==> src/rtl/line_raster_engine.sv <==
// Bresenham line rasteriser covering all eight octants, with both endpoints drawn.
// It latches two endpoints and a colour on i_start. It then streams one framebuffer
// write per pixel over a valid/ready handshake. Points outside H_RES x V_RES still
// take one step but are not emitted.
//
// Ports:
//   i_clk, i_reset      clock (rising edge), asynchronous active-low reset
//   i_start             begin a line (sampled only in IDLE)
//   i_x0, i_y0          start point
//   i_x1, i_y1          end point
//   i_color             line colour
//   o_busy              high in SETUP, DRAW and DONE
//   o_done              one-cycle pulse when the line completes
//   o_pix_valid         pixel write pending
//   i_pix_ready         framebuffer accepts the pixel
//   o_pix_addr          x + y*STRIDE, truncated to ADDR_W
//   o_pix_x, o_pix_y    current pixel coordinates
//   o_pix_color         latched colour
module line_raster_engine #(
  parameter int unsigned COORD_W = 10,
  parameter int unsigned H_RES   = 400,
  parameter int unsigned V_RES   = 240,
  parameter int unsigned STRIDE  = 399,
  parameter int unsigned ADDR_W  = 17,
  parameter int unsigned COLOR_W = 9
) (
  input  logic               i_clk,
  input  logic               i_reset,
  input  logic               i_start,
  input  logic [COORD_W-1:0] i_x0,
  input  logic [COORD_W-1:0] i_y0,
  input  logic [COORD_W-1:0] i_x1,
  input  logic [COORD_W-1:0] i_y1,
  input  logic [COLOR_W-1:0] i_color,
  output logic               o_busy,
  output logic               o_done,
  output logic               o_pix_valid,
  input  logic               i_pix_ready,
  output logic [ADDR_W-1:0]  o_pix_addr,
  output logic [COORD_W-1:0] o_pix_x,
  output logic [COORD_W-1:0] o_pix_y,
  output logic [COLOR_W-1:0] o_pix_color
);

  localparam int unsigned ERR_W = COORD_W + 2;
  localparam int unsigned E2_W  = COORD_W + 3;

  typedef enum logic [1:0] {S_IDLE, S_SETUP, S_DRAW, S_DONE} state_t;

  state_t                    r_state;
  logic [COORD_W-1:0]        r_x0, r_y0, r_x1, r_y1;
  logic [COLOR_W-1:0]        r_color;
  logic [COORD_W-1:0]        r_x, r_y;
  logic signed [ERR_W-1:0]   r_dx, r_dy, r_err;
  logic                      r_sx_neg, r_sy_neg;
  logic                      r_busy, r_done, r_pix_valid;
  logic [ADDR_W-1:0]         r_addr;

  state_t                    w_state_nxt;
  logic [COORD_W-1:0]        w_x_nxt, w_y_nxt;
  logic signed [ERR_W-1:0]   w_dx_nxt, w_dy_nxt, w_err_nxt;
  logic                      w_sx_neg_nxt, w_sy_neg_nxt;
  logic                      w_latch;
  logic                      w_adv;
  logic                      w_at_end;
  logic [COORD_W-1:0]        w_dx_abs, w_dy_abs;
  logic signed [E2_W-1:0]    w_e2, w_dx_ext, w_dy_ext;
  logic                      w_valid_nxt;
  logic [ADDR_W-1:0]         w_addr_nxt;

  // Absolute deltas from the latched endpoints, used only in SETUP.
  assign w_dx_abs = (r_x0 < r_x1) ? (r_x1 - r_x0) : (r_x0 - r_x1);
  assign w_dy_abs = (r_y0 < r_y1) ? (r_y1 - r_y0) : (r_y0 - r_y1);

  // Doubled error plus sign-extended deltas for the step decisions.
  assign w_e2     = {r_err[ERR_W-1], r_err} <<< 1;
  assign w_dx_ext = {r_dx[ERR_W-1], r_dx};
  assign w_dy_ext = {r_dy[ERR_W-1], r_dy};

  assign w_at_end = (r_x == r_x1) && (r_y == r_y1);
  // A clipped point steps on its own; a visible one waits for the handshake.
  assign w_adv    = !r_pix_valid || i_pix_ready;
  assign w_latch  = (r_state == S_IDLE) && i_start;

  // Next-state and datapath update.
  always_comb begin
    w_state_nxt  = r_state;
    w_x_nxt      = r_x;
    w_y_nxt      = r_y;
    w_dx_nxt     = r_dx;
    w_dy_nxt     = r_dy;
    w_err_nxt    = r_err;
    w_sx_neg_nxt = r_sx_neg;
    w_sy_neg_nxt = r_sy_neg;
    case (r_state)
      S_IDLE: begin
        if (i_start) w_state_nxt = S_SETUP;
      end
      S_SETUP: begin
        w_dx_nxt     = $signed({2'b00, w_dx_abs});
        w_dy_nxt     = -$signed({2'b00, w_dy_abs});
        w_err_nxt    = $signed({2'b00, w_dx_abs}) - $signed({2'b00, w_dy_abs});
        w_sx_neg_nxt = !(r_x0 < r_x1);
        w_sy_neg_nxt = !(r_y0 < r_y1);
        w_x_nxt      = r_x0;
        w_y_nxt      = r_y0;
        w_state_nxt  = S_DRAW;
      end
      S_DRAW: begin
        if (w_adv) begin
          if (w_at_end) begin
            w_state_nxt = S_DONE;
          end else begin
            // Both tests use the pre-step e2, so a diagonal step is allowed.
            if (w_e2 >= w_dy_ext) begin
              w_err_nxt = w_err_nxt + r_dy;
              w_x_nxt   = r_sx_neg ? (r_x - COORD_W'(1)) : (r_x + COORD_W'(1));
            end
            if (w_e2 <= w_dx_ext) begin
              w_err_nxt = w_err_nxt + r_dx;
              w_y_nxt   = r_sy_neg ? (r_y - COORD_W'(1)) : (r_y + COORD_W'(1));
            end
          end
        end
      end
      S_DONE: begin
        w_state_nxt = S_IDLE;
      end
      default: begin
        w_state_nxt = S_IDLE;
      end
    endcase
  end

  // Output flags and address are precomputed from the next point, so they are
  // registered in the same edge as the point itself.
  assign w_valid_nxt = (w_state_nxt == S_DRAW) &&
                       (32'(w_x_nxt) < H_RES) && (32'(w_y_nxt) < V_RES);
  assign w_addr_nxt  = ADDR_W'(32'(w_x_nxt) + 32'(w_y_nxt) * STRIDE);

  // State and datapath registers.
  always_ff @(posedge i_clk or negedge i_reset) begin
    if (!i_reset) begin
      r_state     <= S_IDLE;
      r_x0        <= '0;
      r_y0        <= '0;
      r_x1        <= '0;
      r_y1        <= '0;
      r_color     <= '0;
      r_x         <= '0;
      r_y         <= '0;
      r_dx        <= '0;
      r_dy        <= '0;
      r_err       <= '0;
      r_sx_neg    <= 1'b0;
      r_sy_neg    <= 1'b0;
      r_busy      <= 1'b0;
      r_done      <= 1'b0;
      r_pix_valid <= 1'b0;
      r_addr      <= '0;
    end else begin
      r_state     <= w_state_nxt;
      if (w_latch) begin
        r_x0    <= i_x0;
        r_y0    <= i_y0;
        r_x1    <= i_x1;
        r_y1    <= i_y1;
        r_color <= i_color;
      end
      r_x         <= w_x_nxt;
      r_y         <= w_y_nxt;
      r_dx        <= w_dx_nxt;
      r_dy        <= w_dy_nxt;
      r_err       <= w_err_nxt;
      r_sx_neg    <= w_sx_neg_nxt;
      r_sy_neg    <= w_sy_neg_nxt;
      r_busy      <= (w_state_nxt != S_IDLE);
      r_done      <= (w_state_nxt == S_DONE);
      r_pix_valid <= w_valid_nxt;
      r_addr      <= w_addr_nxt;
    end
  end

  assign o_busy      = r_busy;
  assign o_done      = r_done;
  assign o_pix_valid = r_pix_valid;
  assign o_pix_addr  = r_addr;
  assign o_pix_x     = r_x;
  assign o_pix_y     = r_y;
  assign o_pix_color = r_color;

endmodule
==> config.mk <==
export PLATFORM = sky130hd
export DESIGN_NAME = line_raster_engine
export DESIGN_NICKNAME = d
export VERILOG_FILES = /design/src/rtl/line_raster_engine.sv
export SDC_FILE = /design/constraint.sdc
export NUM_CORES = 1
export LEC_CHECK = 0
export ABC_AREA = 1
export CAP_MARGIN = 10
export CORE_MARGIN = 2
export CORE_UTILIZATION = 45
export DETAILED_ROUTE_END_ITERATION = 10
export GPL_TIMING_DRIVEN = 0
export MAX_ROUTING_LAYER = met4
export SLEW_MARGIN = 25
export SYNTH_ARGS = -nofsm -noshare
export SYNTH_HDL_FRONTEND = slang
export SYNTH_SLANG_ARGS = --single-unit
export TNS_END_PERCENT = 10
==> constraint.sdc <==
create_clock -name i_clk -period 7.8 [get_ports i_clk]
set_input_delay 2.34 -clock i_clk [delete_from_list [all_inputs] [get_ports i_clk]]
set_output_delay 2.34 -clock i_clk [all_outputs]
set_load 0.05 [all_outputs]
* Word-level counts from Yosys, hierarchy flattened
Index checks and enable logic that the tools add are counted.
** Word-level totals
- Bits in registers :: 127
- Output and inout bits :: 49
- Logic and storage cells :: 82
** Cells by class
- Add/sub/neg operators :: 13
- Multiply operators :: 1
- Magnitude comparators :: 6
- Equality and inequality tests :: 9
- Mux-type cells :: 24
- Reduce and logical (&&, ||, !) cells :: 12
** Operators with widths (count)
- two-way mux 10 bit :: 10
- two-way mux 12 bit :: 7
- case mux 10 bit (2 select lines) :: 2
- subtractor 10 bit :: 4
- case mux 12 bit (2 select lines) :: 1
- adder 10 x 1 -> 10 bit (second input constant) :: 2
- equality test 10 bit :: 2
- < comparator 10 bit :: 2
- subtractor 10 x 1 -> 10 bit (second input constant) :: 2
- adder 10 x 17 -> 17 bit :: 1
- multiplier 10 x 9 -> 17 bit (second input constant) :: 1
- greater-or-equal comparator 13 x 12 -> 1 bit :: 1
- <= comparator 13 x 11 -> 1 bit :: 1
- adder 12 x 11 -> 12 bit :: 1
- adder 12 bit :: 1
- negation 10 -> 12 bit :: 1
- subtractor 10 x 10 -> 11 bit :: 1
- < comparator 10 x 8 -> 1 bit (second input constant) :: 1
- < comparator 10 x 9 -> 1 bit (second input constant) :: 1
- equality test 2 bit (second input constant) :: 4
- case mux 2 bit (4 select lines) :: 1
- two-way mux 2 bit :: 3
- logical AND 1 bit :: 4
- != test 2 bit (second input constant) :: 2
- other kinds (6) :: 9

* Depth between registers and ports, before layout
- Depth in word-level cells :: 10
- Gate-level depth with buffers :: 38
- Depth with buffers taken out :: 38

* Worst setup path before layout
OpenSTA, ideal clock, no wires.
- Path kind :: input -> register
- Start :: input port i_pix_ready
- End :: register r_addr[13], in the netlist o_pix_addr[13]
- Setup time :: 131 ps
- Arrival time :: 7310 ps
- Required time :: 7669 ps
- Path slack :: 359 ps
- Stages on the path :: 24
- Path buffers :: 0
- Cell sequence :: nor2_1 -> inv_1 -> nand3_4 -> inv_4 -> nand2_1 -> o211ai_1 -> a22oi_1 -> inv_1 -> fa_1 -> inv_1 -> ha_1 -> inv_1 -> fa_1 -> inv_1 -> fa_1 -> inv_1 -> fa_1 -> inv_1 -> ha_1 -> a21oi_1 -> nand2_1 -> a21boi_0 -> o21ai_0 -> xor2_1
** On the way
- Cells in the longest elaborated chain, start to end :: 5
- Elaborated cells between the ends (all ways) :: 7
- Classes of those cells :: add/sub: 1; mul: 1; mux: 4; reduce/logical: 1
** Ends and longest elaborated chain
- start: declaration :: line 38 : input logic i_pix_ready,
- logical OR 1 bit :: line 82 : assign w_adv = !r_pix_valid || i_pix_ready;
- two-way mux 10 bit :: line 110 : if (w_adv) begin
- case mux 10 bit (2 select lines) :: line 95 : case (r_state)
- net w_y_nxt[8] :: line 60 : logic [COORD_W-1:0] w_x_nxt, w_y_nxt;
- multiplier 10 x 9 -> 17 bit :: line 139 : assign w_addr_nxt = ADDR_W'(32'(w_x_nxt) + 32'(w_y_nxt) * STRIDE);
- adder 10 x 17 -> 17 bit :: line 139
- net w_addr_nxt[13] :: line 69 : logic [ADDR_W-1:0] w_addr_nxt;
- end signal: assignment :: line 180 : r_addr <= w_addr_nxt;
- end: declaration :: line 57 : logic [ADDR_W-1:0] r_addr;
The timed path passes the listed nets, and every way through them passes these cells.
A chain may end at the register's enable or synchronous reset.

* Worst setup path in the final report
- Start :: input port i_pix_ready
- End :: register r_addr[16], in the netlist o_pix_addr[16]
The elaborated chain is that of the path after synthesis.

==> results.py <==
metrics = {
    "status": {
        "outcome": "completed",
    },
    "timing": {
        "max_freq_ghz": 0.134,
        "finalCritPeriodShare_pct": 95.3,
        "hold_viol": 0,
        "max_slew_margin_pct": 46.8,
        "min_period_ps": 7440,
        "worstMarginPinSlew_ps": 790,
        "grt_setup_unrepaired": "no",
        "slew_violations": 0,
        "setup_viol": 0,
        "layout_setup_ws_ps": 363,
        "holdWs_ps": 503,
        "fin_skew_ps": 11.3,
    },
    "layout": {
        "layout_commonest_cell": "nand2_1",
        "design_area_mm2": 0.0149,
        "antenna_cells": 0,
        "syn_to_final_growth_pct": 17.6,
        "drive_above_1_share_pct": 6.95,
        "final_cell_mix": "nand2_1, inv_1, ha_1",
        "final_net_count": 2093,
    },
    "logic_synthesis": {
        "synth_top_area_share_pct": 25.0,
        "yosys_most_used_dff": "dfrtp_1",
        "ys_async_sr_fraction_pct": 100,
        "yosysUniqueCellTypes": 55,
        "syn_area_mm2": 0.0127,
        "ys_top_cells_by_area": "dfrtp_1, ha_1, nand2_1",
        "synthesis.nets": 1964,
        "yosysWarnings": 0,
        "yosysSeqAreaShare_pct": 25.0,
        "synth.avg_cell_area_um2": 7.46,
        "yosys.area.top_type": "dfrtp_1",
        "ys_ff_latch": 127,
        "synth-edff-count": 0,
        "synthCells": 1701,
    },
    "detailed_routing": {
        "num_vias": 11600,
        "wl_per_cell_um": 17.6,
        "dr.pass1.iters": 5,
        "via_per_inst": 5.23,
        "routed_wl_mm": 39.2,
        "antenna_left": 0,
        "drc": 0,
        "drt_iter0_drc": 694,
    },
    "clock_tree": {
        "clock_latency_ps": 430,
        "numCtsBuffers": 17,
        "root_buffer": "clkbuf_16",
        "cts.sinks": 127,
        "h-tree-depth": 4,
        "cts_tree": "yes",
        "cts.path.max_buffers": 2,
        "clk_pin_slew_worst_paths_ps": 60,
    },
    "grt": {
        "grt_pass1_wl_mm": 61.1,
        "antenna_found_initial": 0,
        "grt_max_degree": 82,
        "grt_overflow": 0,
        "grt_pass1_vias": 11600,
        "grt_usage_pct": 28.2,
    },
    "placed_design": {
        "place_area_mm2": 0.0142,
        "gp_congestion": 0.927,
        "port_buffers": 101,
        "pre_cts_slack_ps": -1070,
        "post-dp-hpwl_mm": 32.4,
    },
    "hold_path": {
        "hold_class": "reg2reg",
        "hold_start": "o_pix_color[0]$_DFFE_PN0P_",
        "worstHoldPathCells": 1,
        "hold_path_end": "o_pix_color[0]$_DFFE_PN0P_",
    },
    "worst_setup_path": {
        "critPathMaxFanout": 10,
        "rr_worst_depth": 26,
        "r2r_end": "o_pix_addr[16]$_DFF_PN0_",
        "rr_startpoint": "r_state[1]$_DFF_PN0_",
        "critPathLaunchType": "input port",
        "worst-setup-path-type": "in2reg",
        "critPathRequiredTime_ps": 8150,
        "critPathLaunch": "i_pix_ready",
        "r2r_slack_ps": 1190,
        "crit_arrival_ps": 7780,
        "endpoint_kind": "register",
    },
    "floorplan": {
        "die_h_um": 172,
        "die_area_mm2": 0.0296,
        "fp.dieW_um": 172,
        "start_util_pct": 45.7,
        "rows": 61,
        "ios": 102,
        "core-area_mm2": 0.0278,
    },
    "job": {
        "max-cap-violations": 0,
    },
}
==> stage by stage <==
stage / cells / util, % / setup TNS (ps)
CTS: 2217 / 53.5 / 0
global route: 2221 / 53.7 / 0
detailed placement: 2181 / 51.1 / -7640
finish: 2221 / 53.7 / 0
global placement: 2180 / 51.0 / -134600
floorplan: 1701 / - / 0
==> layer usage <==
layer  vias up  GRT usage, %  share of wire, %
li1       5813             -                 -
met1      5463          32.2                41
met2       260          51.0                52
met3        75          3.20               3.5
met4         0          10.1               3.3
met5         -             -                 0
==> registers in the layout, indices dropped and copies added, names as in the netlist <==
name         flops
o_pix_addr      17
r_dy            12
r_err           12
o_pix_x         10
o_pix_y         10
r_dx            10
r_x0            10
r_x1            10
r_y0            10
r_y1            10
o_pix_color      9
r_state          2
o_busy           1
o_done           1
o_pix_valid      1
r_sx_neg         1
r_sy_neg         1
==> final cells by class <==
type	instances	area, µm²
plain buffers	41	200
clock buffers	18	429
clock inverters	14	180
fillers	2773	12900
inverters	274	1030
multi-input cells	1259	8320
flip-flops and latches	127	3180
well taps	378	473
repair buffers	110	1100
==> timing repair <==
| item | 4_1_cts | 5_1_grt |
|---|---|---|
| setup endpoints to repair | 9 | 5 |
| hold buffers | 0 | 0 |
| pin swaps | 4 | 4 |
| resized for setup | 5 | 7 |
| setup buffers | 4 | 4 |
==> worst max-delay path: stages <==
cell	delay, ps
clkdlybuf4s50_1	440
nor2_4	210
inv_2	100
nand3_4	160
inv_6	70
nand2_1	70
o211ai_1	130
a22oi_2	290
inv_1	200
fa_1	540
inv_1	40
ha_1	260
inv_1	50
fa_1	470
inv_1	50
fa_1	530
inv_1	50
fa_1	500
inv_1	40
ha_1	360
nand2_1	70
nor2_1	140
nand3_1	100
o2111ai_1	170
nand3_1	130
nand2_1	90
xor2_1	170
==> how the worst max path moves through the flow <==
stage / end / slack, ps / cells past startpoint
floorplan: o_pix_addr[13]$_DFF_PN0_ / 360 / 24
global placement: o_pix_addr[13]$_DFF_PN0_ / -1070 / 25
detailed placement: o_pix_addr[13]$_DFF_PN0_ / -1070 / 25
CTS: o_pix_addr[13]$_DFF_PN0_ / 10 / 25
global route: o_pix_addr[13]$_DFF_PN0_ / 20 / 32
finish: o_pix_addr[16]$_DFF_PN0_ / 360 / 27
==> cells in the mapped netlist, drive strengths merged (3+ instances only) <==
library cell	instances
nor2	120
nand4	19
buf	25
a21oi	171
nand3	80
dfrtp	127
clkbuf	16
a221oi	3
a21boi	3
nor3	12
inv	272
or2	4
o2111ai	3
a22oi	12
fa	36
a31oi	10
xor2	54
xnor2	27
nand3b	4
ha	174
o21bai	11
nand2	383
o21ai	93
a21o	5
mux2	11
o211ai	10
==> logic make-up after synthesis <==
| family | after synthesis | share of synthesized area (%) |
|---|---|---|
| fa+ha+maj | 210 | 22.8 |
| buf+inv | 315 | 9.70 |
| compound gates | 331 | 14.8 |
| mux | 11 | 0.976 |
| simple gates | 626 | 21.1 |
| flops | 127 | 25.0 |
| xor+xnor | 81 | 5.59 |
Power is not shown: default switching activity piles up to over one toggle a cycle in this logic, so the estimate is an artifact.
